[src/rtl/ddr_rd_buf_pkg.sv]
// ddr_rd_buf_pkg
// Shared defaults and request-FSM state encoding for the DDR read buffer.
// Optional build macro: RD_BUF_STAT_EN (adds overflow/underflow statistics).
package ddr_rd_buf_pkg;

    localparam int DATA_WIDTH_DEF = 32;
    localparam int DEPTH_DEF      = 64;
    localparam int BURST_LEN_DEF  = 4;

    typedef enum logic {
        ST_IDLE = 1'b0,
        ST_REQ  = 1'b1
    } req_state_e;

endpackage

[src/rtl/ddr_rd_buf_ram.sv]
// ddr_rd_buf_ram
// Simple dual-port RAM with one write port and one registered read port,
// single clock. The read register only loads when re_i is high, so the
// output holds the last word read.
// Ports:
//   clk_i    clock
//   rst_ni   asynchronous active-low reset (clears the read register only)
//   we_i     write enable
//   waddr_i  write address
//   wdata_i  write data
//   re_i     read enable
//   raddr_i  read address
//   rdata_o  registered read data
module ddr_rd_buf_ram
    import ddr_rd_buf_pkg::*;
#(
    parameter int DW = DATA_WIDTH_DEF,
    parameter int AW = 6
) (
    input  logic          clk_i,
    input  logic          rst_ni,
    input  logic          we_i,
    input  logic [AW-1:0] waddr_i,
    input  logic [DW-1:0] wdata_i,
    input  logic          re_i,
    input  logic [AW-1:0] raddr_i,
    output logic [DW-1:0] rdata_o
);

    logic [DW-1:0] mem [0:(1<<AW)-1];
    logic [DW-1:0] rdataQ;

    // Storage array has no reset so it maps onto block RAM.
    always_ff @(posedge clk_i) begin
        if (we_i) begin
            mem[waddr_i] <= wdata_i;
        end
    end

    always_ff @(posedge clk_i or negedge rst_ni) begin
        if (!rst_ni) begin
            rdataQ <= '0;
        end else if (re_i) begin
            rdataQ <= mem[raddr_i];
        end
    end

    assign rdata_o = rdataQ;

endmodule

[src/rtl/ddr_rd_buffer.sv]
// ddr_rd_buffer
// Buffers DDR read-return words for the wavelet engine and throttles new DDR
// read requests so that buffered words plus words still in flight never
// exceed the buffer depth.
// Optional build macro: RD_BUF_STAT_EN adds ovf_sticky, udf_sticky, drop_cnt.
// Ports:
//   clk         phy clock
//   reset       asynchronous active-low reset
//   write_fifo  DDR read-data valid strobe
//   wr_data     DDR read data
//   rd_addr_up  pulse: controller accepted a BURST_LEN-word read
//   r_req       read request to the DDR controller (level)
//   rd_en       pop request
//   rd_data     popped word (holds last value)
//   rd_valid    rd_data valid, one cycle
//   level       current word count
module ddr_rd_buffer
    import ddr_rd_buf_pkg::*;
#(
    parameter int DATA_WIDTH = DATA_WIDTH_DEF,
    parameter int DEPTH      = DEPTH_DEF,
    parameter int BURST_LEN  = BURST_LEN_DEF
) (
    input  logic                    clk,
    input  logic                    reset,
    input  logic                    write_fifo,
    input  logic [DATA_WIDTH-1:0]   wr_data,
    input  logic                    rd_addr_up,
    output logic                    r_req,
    input  logic                    rd_en,
    output logic [DATA_WIDTH-1:0]   rd_data,
    output logic                    rd_valid,
`ifdef RD_BUF_STAT_EN
    output logic                    ovf_sticky,
    output logic                    udf_sticky,
    output logic [15:0]             drop_cnt,
`endif
    output logic [$clog2(DEPTH):0]  level
);

    localparam int AW = $clog2(DEPTH);
    localparam int LW = AW + 1;
    localparam int OW = LW + 1;
    localparam int SW = OW + 1;
    localparam int OUT_MAX = (1 << OW) - 1;

    logic [LW-1:0] wrPtrQ, wrPtrD, rdPtrQ, rdPtrD;
    logic [LW-1:0] levelW;
    logic [OW-1:0] outQ, outD;
    logic [SW-1:0] outSum, creditSum;
    logic          rdValidQ;
    logic          full, empty, wrAcc, popAcc, creditOk;
    req_state_e    stateQ, stateD;

    // Pointers carry one extra MSB, so their difference is the fill level
    // and distinguishes full from empty.
    assign levelW = wrPtrQ - rdPtrQ;
    assign full   = (levelW == LW'(DEPTH));
    assign empty  = (levelW == '0);
    assign wrAcc  = write_fifo & ~full;
    assign popAcc = rd_en & ~empty;

    assign wrPtrD = wrAcc  ? wrPtrQ + LW'(1) : wrPtrQ;
    assign rdPtrD = popAcc ? rdPtrQ + LW'(1) : rdPtrQ;

    // Outstanding words: grow by a burst on each accepted read, shrink by one
    // per returned word, never below zero.
    always_comb begin
        outSum = SW'(outQ);
        if (rd_addr_up) begin
            outSum = outSum + SW'(BURST_LEN);
        end
        if (write_fifo && (outSum != '0)) begin
            outSum = outSum - SW'(1);
        end
        if (outSum > SW'(OUT_MAX)) begin
            outD = OW'(OUT_MAX);
        end else begin
            outD = OW'(outSum);
        end
    end

    // Another burst is only requested if it is guaranteed to fit.
    assign creditSum = SW'(levelW) + SW'(outQ) + SW'(BURST_LEN);
    assign creditOk  = (creditSum <= SW'(DEPTH));

    // Leaving REQ on rd_addr_up forces a fresh credit check before the next
    // request, because the accepted burst is not yet counted in outQ.
    always_comb begin
        stateD = stateQ;
        case (stateQ)
            ST_IDLE: if (creditOk) stateD = ST_REQ;
            ST_REQ:  if (rd_addr_up || !creditOk) stateD = ST_IDLE;
            default: stateD = ST_IDLE;
        endcase
    end

    always_ff @(posedge clk or negedge reset) begin
        if (!reset) begin
            wrPtrQ   <= '0;
            rdPtrQ   <= '0;
            outQ     <= '0;
            stateQ   <= ST_IDLE;
            rdValidQ <= 1'b0;
        end else begin
            wrPtrQ   <= wrPtrD;
            rdPtrQ   <= rdPtrD;
            outQ     <= outD;
            stateQ   <= stateD;
            rdValidQ <= popAcc;
        end
    end

    ddr_rd_buf_ram #(
        .DW (DATA_WIDTH),
        .AW (AW)
    ) u_ram (
        .clk_i   (clk),
        .rst_ni  (reset),
        .we_i    (wrAcc),
        .waddr_i (wrPtrQ[AW-1:0]),
        .wdata_i (wr_data),
        .re_i    (popAcc),
        .raddr_i (rdPtrQ[AW-1:0]),
        .rdata_o (rd_data)
    );

    assign r_req    = (stateQ == ST_REQ);
    assign rd_valid = rdValidQ;
    assign level    = levelW;

`ifdef RD_BUF_STAT_EN
    logic        ovfQ, udfQ;
    logic [15:0] dropQ;

    always_ff @(posedge clk or negedge reset) begin
        if (!reset) begin
            ovfQ  <= 1'b0;
            udfQ  <= 1'b0;
            dropQ <= '0;
        end else begin
            if (write_fifo && full) begin
                ovfQ <= 1'b1;
                if (dropQ != 16'hFFFF) begin
                    dropQ <= dropQ + 16'd1;
                end
            end
            if (rd_en && empty) begin
                udfQ <= 1'b1;
            end
        end
    end

    assign ovf_sticky = ovfQ;
    assign udf_sticky = udfQ;
    assign drop_cnt   = dropQ;
`endif

endmodule

[config.mk]
export PLATFORM = sky130hd
export DESIGN_NAME = ddr_rd_buffer
export DESIGN_NICKNAME = d
export VERILOG_FILES = /design/src/rtl/ddr_rd_buf_pkg.sv /design/src/rtl/ddr_rd_buf_ram.sv /design/src/rtl/ddr_rd_buffer.sv
export SDC_FILE = /design/constraint.sdc
export NUM_CORES = 2
export LEC_CHECK = 0
export CORE_UTILIZATION = 30
export CTS_BUF_LIST = sky130_fd_sc_hd__clkbuf_4 sky130_fd_sc_hd__clkbuf_8
export DETAILED_ROUTE_END_ITERATION = 8
export MAX_ROUTING_LAYER = met4
export PLACE_DENSITY_LB_ADDON = 0.1
export SLEW_MARGIN = 20
export SYNTH_ARGS = -nofsm -noshare
export SYNTH_HDL_FRONTEND = slang
export SYNTH_SLANG_ARGS = --single-unit
[constraint.sdc]
create_clock -name clk -period 6.25 [get_ports clk]
set_input_delay 0.625 -clock clk [delete_from_list [all_inputs] [get_ports clk]]
set_output_delay 0.625 -clock clk [all_outputs]
set_load 0.02 [all_outputs]
* Word-level counts from Yosys, hierarchy flattened
Memories as Yosys holds them, arrays and structs flattened. A register that Yosys moved wholly into a read port is not among the register bits. Cells that the tools add are included.
Word-level totals: output and inout port bits 41, RAM bits 2048, bits in registers 24, memories kept 1, word-level logic and storage cells 35
Memories:
- u_ram.mem | depth 64, bits a word 32, read ports 1, clocked after Yosys merged registers in 1, write ports 1, RTL line ddr_rd_buf_ram.sv:30 | logic [DW-1:0] mem [0:(1<<AW)-1];
Operators by class: equal/unequal tests 1, muxes and demuxes 8, bitwise logic cells 5, reductions and logical operators 6, $add $sub $neg 7, $lt $le $gt $ge 2
Operators by type and width (count):
- $mux W9 | 2
- $add A7 B1 Y7 const B | 2
- $add A7 B8 Y9 | 1
- $add A8 B3 Y9 const B | 1
- $add A9 B3 Y9 const B | 1
- $gt A9 B8 Y1 const B | 1
- $le A9 B7 Y1 const B | 1
- $reduce_bool A9 Y1 | 1
- $sub A9 B1 Y9 const B | 1
- $mux W8 | 1
- $eq A7 B7 Y1 const B | 1
- $logic_not A7 Y1 | 1
- $sub A7 B7 Y7 | 1
- $mux W1 | 4
- $not A1 Y1 | 3
- $and A1 B1 Y1 | 2
- $logic_not A1 Y1 | 2
- $pmux W1 S2 | 1
- $logic_and A1 B1 Y1 | 1
- $logic_or A1 B1 Y1 | 1

* Depth between registers and ports, before layout
depth after elaboration 8, gate-level depth with buffers 16, depth with buffers taken out 14

* Hierarchy
Synthesis repeated with hierarchy kept, for this count alone.
Second synthesis, totals: cells, all modules 4050, area, all modules 82029.9 µm²
Modules (own cells, without submodules):
- ddr_rd_buf_ram | area an instance 79990.5 µm², sequential area each 62299.8 µm², cells each 3843, instances 1
- ddr_rd_buffer | area an instance 2039.5 µm², sequential area each 600.6 µm², cells each 207, instances 1

* Worst setup path before layout
OpenSTA, ideal clock, no wires.
path type register to register, start point register rdPtrQ[2], end point memory u_ram.mem[63][0] in the netlist's numbering, enable pin, data required time 5.829 ns, stages on the path, launching flop included 14, setup time 0.421 ns, arrival 4.907 ns, path slack 0.922 ns, path buffers 5, period minus slack after synthesis 5.328 ns, cell sequence dfrtp_1 -> clkbuf_1 -> clkinv_1 -> clkbuf_1 -> clkbuf_1 -> ha_1 -> o21ai_0 -> a21oi_1 -> o311ai_1 -> or4_1 -> buf_6 -> buf_2 -> o211ai_2 -> nor2_1
On the way: word-level cells in the longest chain between the ends 6
RTL lines:
- from (decl) | RTL line ddr_rd_buffer.sv:47 | logic [LW-1:0] wrPtrQ, wrPtrD, rdPtrQ, rdPtrD;
- from (signal assigned) | RTL line ddr_rd_buffer.sv:107 | rdPtrQ <= rdPtrD;
- $sub A7 B7 Y7 | RTL line ddr_rd_buffer.sv:57 | assign levelW = wrPtrQ - rdPtrQ;
- net level[5] | RTL line ddr_rd_buffer.sv:38 | output logic [$clog2(DEPTH):0] level
- $eq A7 B7 Y1 | RTL line ddr_rd_buffer.sv:58 | assign full = (levelW == LW'(DEPTH));
- $not A1 Y1 | RTL line ddr_rd_buffer.sv:60 | assign wrAcc = write_fifo & ~full;
- $and A1 B1 Y1 | RTL line ddr_rd_buffer.sv:60
- $mux W1 | RTL line ddr_rd_buf_ram.sv:35 | if (we_i) begin
- $mux W1 (implied by the code) | RTL line ddr_rd_buf_ram.sv:36 | mem[waddr_i] <= wdata_i;
- to (decl) | RTL line ddr_rd_buf_ram.sv:30
The timed path passes the listed nets, and every way through them passes these cells.

* Worst setup path after layout
start point register rdPtrQ[0], end point output port level[6]
On the way: word-level cells in the longest chain between the ends 1
RTL lines (RTL line):
- $sub A7 B7 Y7 | ddr_rd_buffer.sv:57
- to (decl) | ddr_rd_buffer.sv:38
No other way between the ends.

==> impl_metrics.py <==
metrics = {
    "outcome": {
        "outcome": "completed",
    },
    "synth": {
        "synth_top_family_by_area": "multiplexers",
        "ys_types": 68,
        "synth_area_um2": 81160,
        "synth-xor-area-share": 0.003114,
        "avgSynthCellArea_um2": 22.12,
        "async_reset_ff_frac": 0.02662,
        "synth-edff-count": 2048,
        "yosys-top-cells-area": "edfxtp_1 76%, mux4_2 13%, mux2i_1 1.9%, dfrtp_1 1.7%, a22oi_1 0.96%",
        "synth_most_common_cell": "edfxtp_1",
        "synthSimpleGateAreaFrac": 0.01173,
        "synth_compound_area_frac": 0.03613,
        "synthMuxAreaShare": 0.1569,
        "syn_inst": 3670,
        "yosys_warnings": 0,
        "ys.flop_type": "edfxtp_1",
        "syn_nets": 3733,
        "yosys-top-cells-count": "2048 x edfxtp_1, 471 x mux4_2, 154 x mux2i_1",
        "ys_ff_latch": 2104,
        "ys_seq_area_frac": 0.7750,
        "yosysTopAreaCellShare": 0.7577,
        "synth_fa_ha_area_frac": 0.004193,
        "yosys.area.top_type": "edfxtp_1",
    },
    "clock_network": {
        "cts_tree": "yes",
        "cts_htree_levels": 5,
        "clock_latency_ps": 1100,
        "cts_root_buf": "clkbuf_8",
        "cts_made_buffers": 388,
        "post_cts_buffers": 0,
        "cts.sinks": 2104,
        "clk_pin_slew_ps": 60,
        "clockBufferDepth": 4,
    },
    "route": {
        "final_antenna_net_count": 0,
        "first_pass_iters": 5,
        "drt_iter0_markers": 3614,
        "wirelength_um": 245500,
        "wire_per_inst_um": 30.91,
        "via_count": 39620,
        "via_per_inst": 4.988,
        "route.detailed.drc": 0,
    },
    "pwr": {
        "ir_drop_uv": 338.5,
        "total_power_uw": 43090,
        "powerDensity_nw_per_um2": 455.3,
        "p_leak_uw": 0.02996,
    },
    "global_routing": {
        "grt_usage": 0.1858,
        "grt_util_met1": 0.2525,
        "grt_pass1_vias": 41920,
        "grt_use_met3": 0.03434,
        "grt-ovfl-total": 0,
        "grt_util_met2": 0.2872,
        "grt-busiest-layer": "met2",
        "grt_pass1_wl_um": 340700,
        "grt_antenna_before_repair": 23,
        "grt_max_degree": 86,
    },
    "floorplan": {
        "initial_core_util": 0.3024,
        "dieArea_um2": 272600,
        "rows": 190,
        "die_w_um": 522.1,
        "dieHeight_um": 522.1,
        "core_um2": 268400,
        "io_pins": 78,
    },
    "timing": {
        "slew_viol_final": 0,
        "max_slew_margin": 0.2898,
        "fin_skew_ps": 81.79,
        "timing.final.crit_share": 0.7659,
        "grt_setup_unrepaired": "no",
        "setup_violations": 0,
        "finalHoldViolations": 0,
        "max_freq_ghz": 0.2089,
        "setup-tns-final_ps": 0,
        "fin_crit_ps": 4787,
        "tightest_slew_ps": 1062,
    },
    "run": {
        "maxCapViolations": 0,
    },
    "placed_design": {
        "portBuffers": 77,
        "dp.cells": 7259,
        "dp_hpwl_um": 130700,
        "gp_congestion": 0.7404,
    },
    "critical_path": {
        "path_class": "flip-flop to output port",
        "arrival_ps": 4160,
        "critical_path.max_fanout": 24,
        "end_kind": "output port",
        "cp-start-kind": "flip-flop",
        "cp.required_ps": 5620,
    },
    "min_path": {
        "hold_class": "primary input to flip-flop",
    },
    "layout": {
        "drive_gt1_frac": 0.3190,
        "final_util": 0.3527,
        "synthToLayoutAreaGrowth_pct": 16.62,
        "fin_cells": 7943,
        "layout.nets": 4164,
        "fill_cells": 24820,
    },
}
[sequential cells by signal, indices dropped and copies added (netlist names)]
| name | flops |
|---|---|
| r_req | 1 |
| rdPtrQ | 7 |
| u_ram.mem | 2048 |
| rd_valid | 1 |
| outQ | 8 |
| u_ram.rdata_o | 32 |
| wrPtrQ | 7 |
[where the power goes]
group / internal, uW / switching [uW]
Clock: 7060 / 5730
Sequential: 16200 / 480
Combinational: 5500 / 8150
[critical path, stage by stage (launching register included)]
cell and delay (ps):
dfrtp_4 730, ha_1 250, inv_1 60, fa_1 430
nand3_1 120, a21oi_1 90, mux2i_1 120, and2_0 140
buf_4 180, inv_1 320, clkdlybuf4s50_1 690
[worst paths after layout]
check | startpoint | end | slack (ps) | cells after the start
worst max-delay path | rdPtrQ[0]$_DFFE_PN0P_ | level[6] | 1460 | 10
worst min-delay path | wr_data[14] | u_ram.mem[3][14]$_DFFE_PP_ | 100 | 1
worst max register to register | rdPtrQ[0]$_DFFE_PN0P_ | u_ram.mem[50][20]$_DFFE_PP_ | 1570 | 12
worst min register to register | wrPtrQ[6]$_DFFE_PN0P_ | wrPtrQ[6]$_DFFE_PN0P_ | 490 | 1
max in group asynchronous | reset | rdPtrQ[0]$_DFFE_PN0P_ | 4840 | 4
min in group asynchronous | reset | u_ram.rdata_o[9]$_DFFE_PN0P_ | 610 | 4
[cells by family (layout without fill, tap and decap cells)]
family	count (synthesis)	count (layout)
other cells	0	9
flops	2104	2104
fa+ha+maj	26	26
simple gates	206	206
mux	668	668
compound gates	409	409
xor+xnor	28	28
buf+inv	229	941
[layout make-up]
class,instances,area (um2),area share
Antenna cell,9,22.52,0.0002379
Timing Repair Buffer,245,2062,0.02178
Multi-Input combinational cell,1337,17730,0.1874
Inverter,25,96.34,0.001018
Sequential cell,2104,62920,0.6647
Clock buffer,539,6599,0.06972
Clock inverter,132,778.2,0.008222
Tap cell,3552,4444,0.04695
[routing by layer]
layer  routed length, um  vias up
li1                    -    16510
met5                   0        -
met2              116100     1119
met4                4862        0
met3               12970      334
met1              111500    21660
[timing repair]
action,CTS,global route
resized for setup,0,0
hold buffers,4,0
hold endpoints to repair,51,0
setup endpoints to repair,0,0
[through the flow]
step / worst slack, ps / hold slack [ps] / cell area [um2]
global route: 1220 / 77.89 / 94640
floorplan: 921.5 / 329.4 / 81160
global placement: 1478 / 481.3 / 87170
detailed placement: 1509 / 480.7 / 87200
CTS: 1269 / 14.26 / 94620
finish: 1463 / 104.9 / 94650
[placed cells by master (no fill, tap or decap), drive strengths merged, types with 16 or more instances in the layout]
cell	count
nand3	16
ha	24
xnor2	23
clkbuf	539
o211ai	19
dfrtp	56
o22ai	27
a22oi	104
a21oi	70
clkinv	115
o221ai	19
mux2i	154
o21ai	32
nand2	39
edfxtp	2048
inv	29
nor2	96
clkdlybuf4s50	44
a221oi	19
buf	198
a211oi	40
mux4	471
a22o	25
mux2	43
Power figures use the tool's default switching activity.
